===== src/rtl/ram_sync_arbiter_pkg.sv =====
// Shared types and default sizing for the two-requester ram_sync arbiter.
package ram_sync_arbiter_pkg;

    localparam int DEF_ADDR_W    = 5;
    localparam int DEF_DATA_W    = 32;
    localparam int DEF_MAX_BURST = 4;
    localparam int BURST_W       = 4;

    typedef enum logic [1:0] {
        IDLE  = 2'd0,
        OWN_A = 2'd1,
        OWN_B = 2'd2
    } state_e;

    typedef enum logic {
        OWNER_A = 1'b0,
        OWNER_B = 1'b1
    } owner_e;

endpackage


===== src/rtl/ram_sync_arb_pick.sv =====
// Combinational next-owner selection. Defining RAM_ARB_FIXED_PRIO_EN replaces
// round-robin/burst fairness with strict priority for requester A.
module ram_sync_arb_pick
    import ram_sync_arbiter_pkg::*;
#(
    parameter int MAX_BURST = DEF_MAX_BURST
) (
    input  state_e             state,
    input  logic               a_valid,
    input  logic               b_valid,
    input  logic [BURST_W-1:0] burst_cnt,
    input  owner_e             last_owner,
    output logic               grant_a,
    output logic               grant_b
);

    localparam logic [BURST_W-1:0] MAX_BURST_C = BURST_W'(MAX_BURST);

`ifdef RAM_ARB_FIXED_PRIO_EN
    logic unused_s;

    // Strict priority: B only sees the RAM when A is silent
    always_comb begin
        unused_s = ^{state, burst_cnt, last_owner, MAX_BURST_C};
        grant_a  = a_valid;
        grant_b  = b_valid & ~a_valid;
    end
`else
    // Round-robin with a burst cap that only bites while the other side waits
    always_comb begin
        grant_a = 1'b0;
        grant_b = 1'b0;
        case (state)
            IDLE: begin
                if (a_valid && b_valid) begin
                    if (last_owner == OWNER_B) begin
                        grant_a = 1'b1;
                    end else begin
                        grant_b = 1'b1;
                    end
                end else if (a_valid) begin
                    grant_a = 1'b1;
                end else if (b_valid) begin
                    grant_b = 1'b1;
                end else begin
                    grant_a = 1'b0;
                end
            end
            OWN_A: begin
                if (a_valid && (!b_valid || (burst_cnt < MAX_BURST_C))) begin
                    grant_a = 1'b1;
                end else if (b_valid) begin
                    grant_b = 1'b1;
                end else begin
                    grant_a = 1'b0;
                end
            end
            OWN_B: begin
                if (b_valid && (!a_valid || (burst_cnt < MAX_BURST_C))) begin
                    grant_b = 1'b1;
                end else if (a_valid) begin
                    grant_a = 1'b1;
                end else begin
                    grant_b = 1'b0;
                end
            end
            default: begin
                grant_a = 1'b0;
                grant_b = 1'b0;
            end
        endcase
    end
`endif

endmodule


===== src/rtl/ram_sync_arbiter.sv =====
// Arbitrates one ram_sync port between requesters A and B and routes read data
// back to the issuer. RAM_ARB_FIXED_PRIO_EN selects strict A priority.
module ram_sync_arbiter
    import ram_sync_arbiter_pkg::*;
#(
    parameter int ADDR_W    = DEF_ADDR_W,
    parameter int DATA_W    = DEF_DATA_W,
    parameter int MAX_BURST = DEF_MAX_BURST
) (
    input  logic              clk,
    input  logic              reset,
    input  logic              a_valid,
    input  logic              a_we,
    input  logic [ADDR_W-1:0] a_addr,
    input  logic [DATA_W-1:0] a_wdata,
    output logic              a_ready,
    output logic              a_rvalid,
    output logic [DATA_W-1:0] a_rdata,
    input  logic              b_valid,
    input  logic              b_we,
    input  logic [ADDR_W-1:0] b_addr,
    input  logic [DATA_W-1:0] b_wdata,
    output logic              b_ready,
    output logic              b_rvalid,
    output logic [DATA_W-1:0] b_rdata,
    output logic              ram_writeOn,
    output logic [ADDR_W-1:0] ram_address,
    output logic [DATA_W-1:0] ram_data_in,
    input  logic [DATA_W-1:0] ram_data_out
);

    localparam logic [BURST_W-1:0] MAX_BURST_C = BURST_W'(MAX_BURST);

    state_e             state_r;
    logic [BURST_W-1:0] burst_cnt_r;
    owner_e             last_owner_r;
    logic               pend_valid_r;
    owner_e             pend_owner_r;
    logic               grant_a_s;
    logic               grant_b_s;

    ram_sync_arb_pick #(.MAX_BURST(MAX_BURST)) u_pick (
        .state      (state_r),
        .a_valid    (a_valid),
        .b_valid    (b_valid),
        .burst_cnt  (burst_cnt_r),
        .last_owner (last_owner_r),
        .grant_a    (grant_a_s),
        .grant_b    (grant_b_s)
    );

    // Grants are masked by reset so nothing reaches the RAM while it is held
    always_comb begin
        a_ready     = grant_a_s & ~reset;
        b_ready     = grant_b_s & ~reset;
        ram_writeOn = 1'b0;
        ram_address = '0;
        ram_data_in = '0;
        if (a_ready) begin
            ram_writeOn = a_we;
            ram_address = a_addr;
            ram_data_in = a_wdata;
        end else if (b_ready) begin
            ram_writeOn = b_we;
            ram_address = b_addr;
            ram_data_in = b_wdata;
        end else begin
            ram_writeOn = 1'b0;
        end
    end

    // Read data is only exposed in the single cycle the tag marks as valid
    always_comb begin
        a_rvalid = pend_valid_r & (pend_owner_r == OWNER_A);
        b_rvalid = pend_valid_r & (pend_owner_r == OWNER_B);
        a_rdata  = a_rvalid ? ram_data_out : '0;
        b_rdata  = b_rvalid ? ram_data_out : '0;
    end

    // Ownership FSM, burst counter and read-response tag
    always_ff @(posedge clk or posedge reset) begin
        if (reset) begin
            state_r      <= IDLE;
            burst_cnt_r  <= {BURST_W{1'b0}};
            last_owner_r <= OWNER_B;
            pend_valid_r <= 1'b0;
            pend_owner_r <= OWNER_A;
        end else begin
            pend_valid_r <= (a_ready & ~a_we) | (b_ready & ~b_we);
            pend_owner_r <= b_ready ? OWNER_B : OWNER_A;
            case (state_r)
                IDLE: begin
                    if (grant_a_s) begin
                        state_r     <= OWN_A;
                        burst_cnt_r <= BURST_W'(1);
                    end else if (grant_b_s) begin
                        state_r     <= OWN_B;
                        burst_cnt_r <= BURST_W'(1);
                    end else begin
                        burst_cnt_r <= {BURST_W{1'b0}};
                    end
                end
                OWN_A: begin
                    if (grant_a_s) begin
                        if (burst_cnt_r < MAX_BURST_C) begin
                            burst_cnt_r <= burst_cnt_r + BURST_W'(1);
                        end
                    end else begin
                        state_r      <= grant_b_s ? OWN_B : IDLE;
                        burst_cnt_r  <= grant_b_s ? BURST_W'(1) : {BURST_W{1'b0}};
                        last_owner_r <= OWNER_A;
                    end
                end
                OWN_B: begin
                    if (grant_b_s) begin
                        if (burst_cnt_r < MAX_BURST_C) begin
                            burst_cnt_r <= burst_cnt_r + BURST_W'(1);
                        end
                    end else begin
                        state_r      <= grant_a_s ? OWN_A : IDLE;
                        burst_cnt_r  <= grant_a_s ? BURST_W'(1) : {BURST_W{1'b0}};
                        last_owner_r <= OWNER_B;
                    end
                end
                default: begin
                    state_r     <= IDLE;
                    burst_cnt_r <= {BURST_W{1'b0}};
                end
            endcase
        end
    end

endmodule


===== config.mk =====
export PLATFORM = sky130hd
export DESIGN_NAME = ram_sync_arbiter
export DESIGN_NICKNAME = d
export VERILOG_FILES = /design/src/rtl/ram_sync_arbiter_pkg.sv /design/src/rtl/ram_sync_arb_pick.sv /design/src/rtl/ram_sync_arbiter.sv
export SDC_FILE = /design/constraint.sdc
export NUM_CORES = 1
export LEC_CHECK = 0
export ABC_AREA = 1
export BUFFER_PORTS_ARGS = -buffer_cell sky130_fd_sc_hd__clkbuf_2
export CAP_MARGIN = 20
export CORE_AREA = 2 2 84 86
export CTS_CLUSTER_DIAMETER = 150
export CTS_CLUSTER_SIZE = 28
export DETAILED_ROUTE_END_ITERATION = 10
export DIE_AREA = 0 0 86 88
export PLACE_DENSITY = 0.71
export SYNTH_ARGS = -nofsm -noshare
export SYNTH_HDL_FRONTEND = slang
export SYNTH_SLANG_ARGS = --single-unit

===== constraint.sdc =====
create_clock -name clk -period 1.6 [get_ports clk]
set_input_delay 0.24 -clock clk [delete_from_list [all_inputs] [get_ports clk]]
set_output_delay 0.24 -clock clk [all_outputs]
set_load 0.02 [all_outputs]

==> results.json <==
{
  "status": "finished, violations left",
  "violations": "negative setup slack",
  "period_share_pct": 122.6,
  "first_global_vias": 2414,
  "fin_crit_ns": 1.961,
  "finalWirelength_um": 7547,
  "swShare_pct": 49.24,
  "cts_tree": "done",
  "drc_errors": 0,
  "grt_usage_pct": 17.09,
  "tightest_slew_ns": 0.2554,
  "clk_latency_ns": 0.23,
  "start_util_pct": 24.46,
  "avgRoutedWirePerCell_um": 12.47,
  "syn-cell-area_um2": 1625,
  "hp-class": "in2async",
  "seqPwrFrac_pct": 9.6,
  "power_switching_w": 0.001967,
  "cp.arrival_ns": 1.72,
  "worst-path-max-fanout": 12,
  "io_buffer_count": 217,
  "whs_ns": 0.1502,
  "coreArea_um2": 6644,
  "seqCellArea_um2": 227.7,
  "clkPwrFrac_pct": 6.5,
  "area_growth_pct": 121.4,
  "drive_gt1_share_pct": 64.57,
  "intPower_w": 0.002028,
  "mostFrequentLayoutCells": "174 x clkbuf_2, 79 x inv_1, 71 x nor2_1, 40 x o21ai_2, 37 x clkbuf_8",
  "slew_viol_final": 0,
  "cts.path.max_buffers": 2,
  "vias": 2610,
  "grt_start_max_net_pins": 34,
  "cts_root_buf": "clkbuf_8",
  "cts_hold_buf": 0,
  "fmax_mhz": 509.9,
  "yosysWarnings": 0,
  "cts.sinks": 9,
  "cts_buffers": 3,
  "post-place-cells": 593,
  "cts_htree_levels": 1,
  "die_x_um": 86,
  "gr-total-overflow": 0,
  "rsz0062_at_grt": "yes",
  "viasPerCell": 4.314,
  "fp.dieH_um": 88,
  "synth_seq_cells": 9,
  "skew_ns": 0.003023,
  "powerDensity_nw_per_um2": 1110,
  "drtIter0Drc": 33,
  "power_frac_comb_pct": 83.9,
  "yosysSeqAreaShare_pct": 13.93,
  "stdcell_count": 605,
  "grt_pass1_wl_um": 10570,
  "hold_violations": 0,
  "final_common_cell": "clkbuf_2",
  "ioPinCount": 218,
  "start_kind": "register",
  "max_slew_margin_pct": 82.96,
  "leakagePower_nw": 2.336,
  "multi_input_area_um2": 1151,
  "max_cap_violations": 0,
  "dp_hpwl_um": 5686,
  "critPathKind": "reg2out",
  "irDropWorstVdd_v": 0.0005695,
  "clkTransAtPathRegs_ns": 0.04,
  "required_ns": 1.36,
  "final-setup-viol-count": 40,
  "nFillCells": 607,
  "detail-route-antenna-nets": 0,
  "synth_nets": 405,
  "final.setup.worst_slack_ns": -0.3610,
  "placementRows": 30,
  "avgSynthCellArea_um2": 5.566,
  "antenna_found_initial": 0,
  "globalplace.congestion": 0.7888,
  "synth_cells": 292,
  "nNetsFinal": 639,
  "end_kind": "primary output",
  "first_pass_iters": 4,
  "synth_cell_type_count": 25,
  "die_area_um2": 7568,
  "antenna_cells_inserted": 0
}
==> cell usage after synthesis <==
master / number / area [µm²]
xor2_1: 1 / 8.760
nand3_4: 1 / 17.52
inv_2: 2 / 7.510
o21ai_0: 1 / 5.000
ha_1: 1 / 12.51
dfrtp_1: 8 / 200.2
nor3_1: 1 / 5.000
dfstp_2: 1 / 26.28
buf_8: 1 / 15.01
clkbuf_1: 6 / 22.52
nand2_2: 2 / 12.51
inv_1: 83 / 311.6
nand3_1: 2 / 10.01
o21ai_1: 1 / 5.000
nand2_1: 51 / 191.4
a21boi_0: 1 / 7.510
o21ai_2: 39 / 341.6
nand3_2: 2 / 20.02
nand2_4: 1 / 11.26
a21oi_1: 2 / 10.01
o211ai_1: 2 / 15.01
buf_6: 7 / 78.83
nor2_2: 1 / 6.260
nor2_1: 74 / 277.8
inv_4: 1 / 6.260
==> through the flow <==
| step | total power [W] | setup slack (ns) | TNS (ns) | utilization, % | cell area, µm² |
|---|---|---|---|---|---|
| after detailed placement | 0.002807 | -0.1202 | -3.545 | 43.39 | 2883 |
| after global routing | 0.004250 | -0.4569 | -16.78 | 54.16 | 3598 |
| after CTS | 0.003726 | -0.3132 | -11.49 | 50.92 | 3383 |
| final | 0.003996 | -0.3610 | -12.88 | 54.16 | 3598 |
| after floorplan | 0.001988 | 0.09266 | 0 | - | 1628 |
| after global placement | 0.002769 | -0.1071 | -2.607 | 43.39 | 2883 |
==> what timing repair did <==
item                                   4_1_cts  5_1_grt
pin swaps                                    0        5
resized for setup                           99       53
setup endpoints to repair                   66       65
endpoints found under the hold margin        0        0
setup buffers                                2        2
gates cloned                                 2        2
==> per-layer routing <==
metal	GRT usage (%)	vias to the layer above	share of wire, %
li1	-	1302	-
met1	18.55	1148	36
met2	34.18	152	55
met3	2.639	8	8.4
met4	4.329	0	1.4
met5	0	-	0
==> power groups by stage <==
| stage | Clock [W] | Sequential, W | Combinational, W |
|---|---|---|---|
| floorplan | 0 | 0.000349 | 0.00164 |
| global placement | 0 | 0.000357 | 0.00241 |
| detailed placement | 0 | 0.000360 | 0.00245 |
| CTS | 0.000264 | 0.000374 | 0.00309 |
| global route | 0.000277 | 0.000394 | 0.00358 |
| finish | 0.000259 | 0.000384 | 0.00335 |
==> cells by family (layout without fill, tap and decap cells) <==
logic type / count (synthesis) / count (layout) / share of synthesized area [%]
AO/OA/AOI/OAI: 46 / 46 / 23.63
XOR/XNOR: 1 / 1 / 0.5390
adder cells (fa/ha/maj): 1 / 1 / 0.7697
buffers and inverters: 100 / 333 / 27.18
flip-flops: 9 / 9 / 13.93
AND/OR/NAND/NOR: 135 / 135 / 33.95
==> worst paths after layout <==
kind | from | to | slack [ns] | depth (start not counted)
worst max-delay path | state_r[0] | ram_data_in[16] | -0.36 | 9
worst min-delay path | reset | state_r[1] | 0.15 | 3
worst max register to register | burst_cnt_r[2] | burst_cnt_r[0] | 0.17 | 8
worst min register to register | last_owner_r | last_owner_r | 0.53 | 2
max in group asynchronous | reset | last_owner_r | 1.22 | 3
min in group clk | b_we | pend_valid_r | 0.21 | 2
==> state kept, by name, summed over array words and instances, names as in the netlist <==
register / count
burst_cnt_r: 4
last_owner_r: 1
pend_owner_r: 1
pend_valid_r: 1
state_r: 2
==> critical path: stages (launching register included) <==
cell,delay (ns)
dfrtp_1,0.40
inv_2,0.13
nand2_4,0.07
inv_2,0.07
nand3_2,0.09
nand3_2,0.11
nand2_4,0.10
buf_12,0.18
o21ai_2,0.15
clkbuf_8,0.18
==> area by class of cell <==
cell class / instances / share of cell area, %
sequential: 9 / 6.328
tap: 80 / 2.782
multi-input combinational: 183 / 31.99
clock buffer: 4 / 1.252
timing repair buffer: 243 / 48.26
inverter: 86 / 9.388
Note: power is estimated with default switching activity, not from simulation.
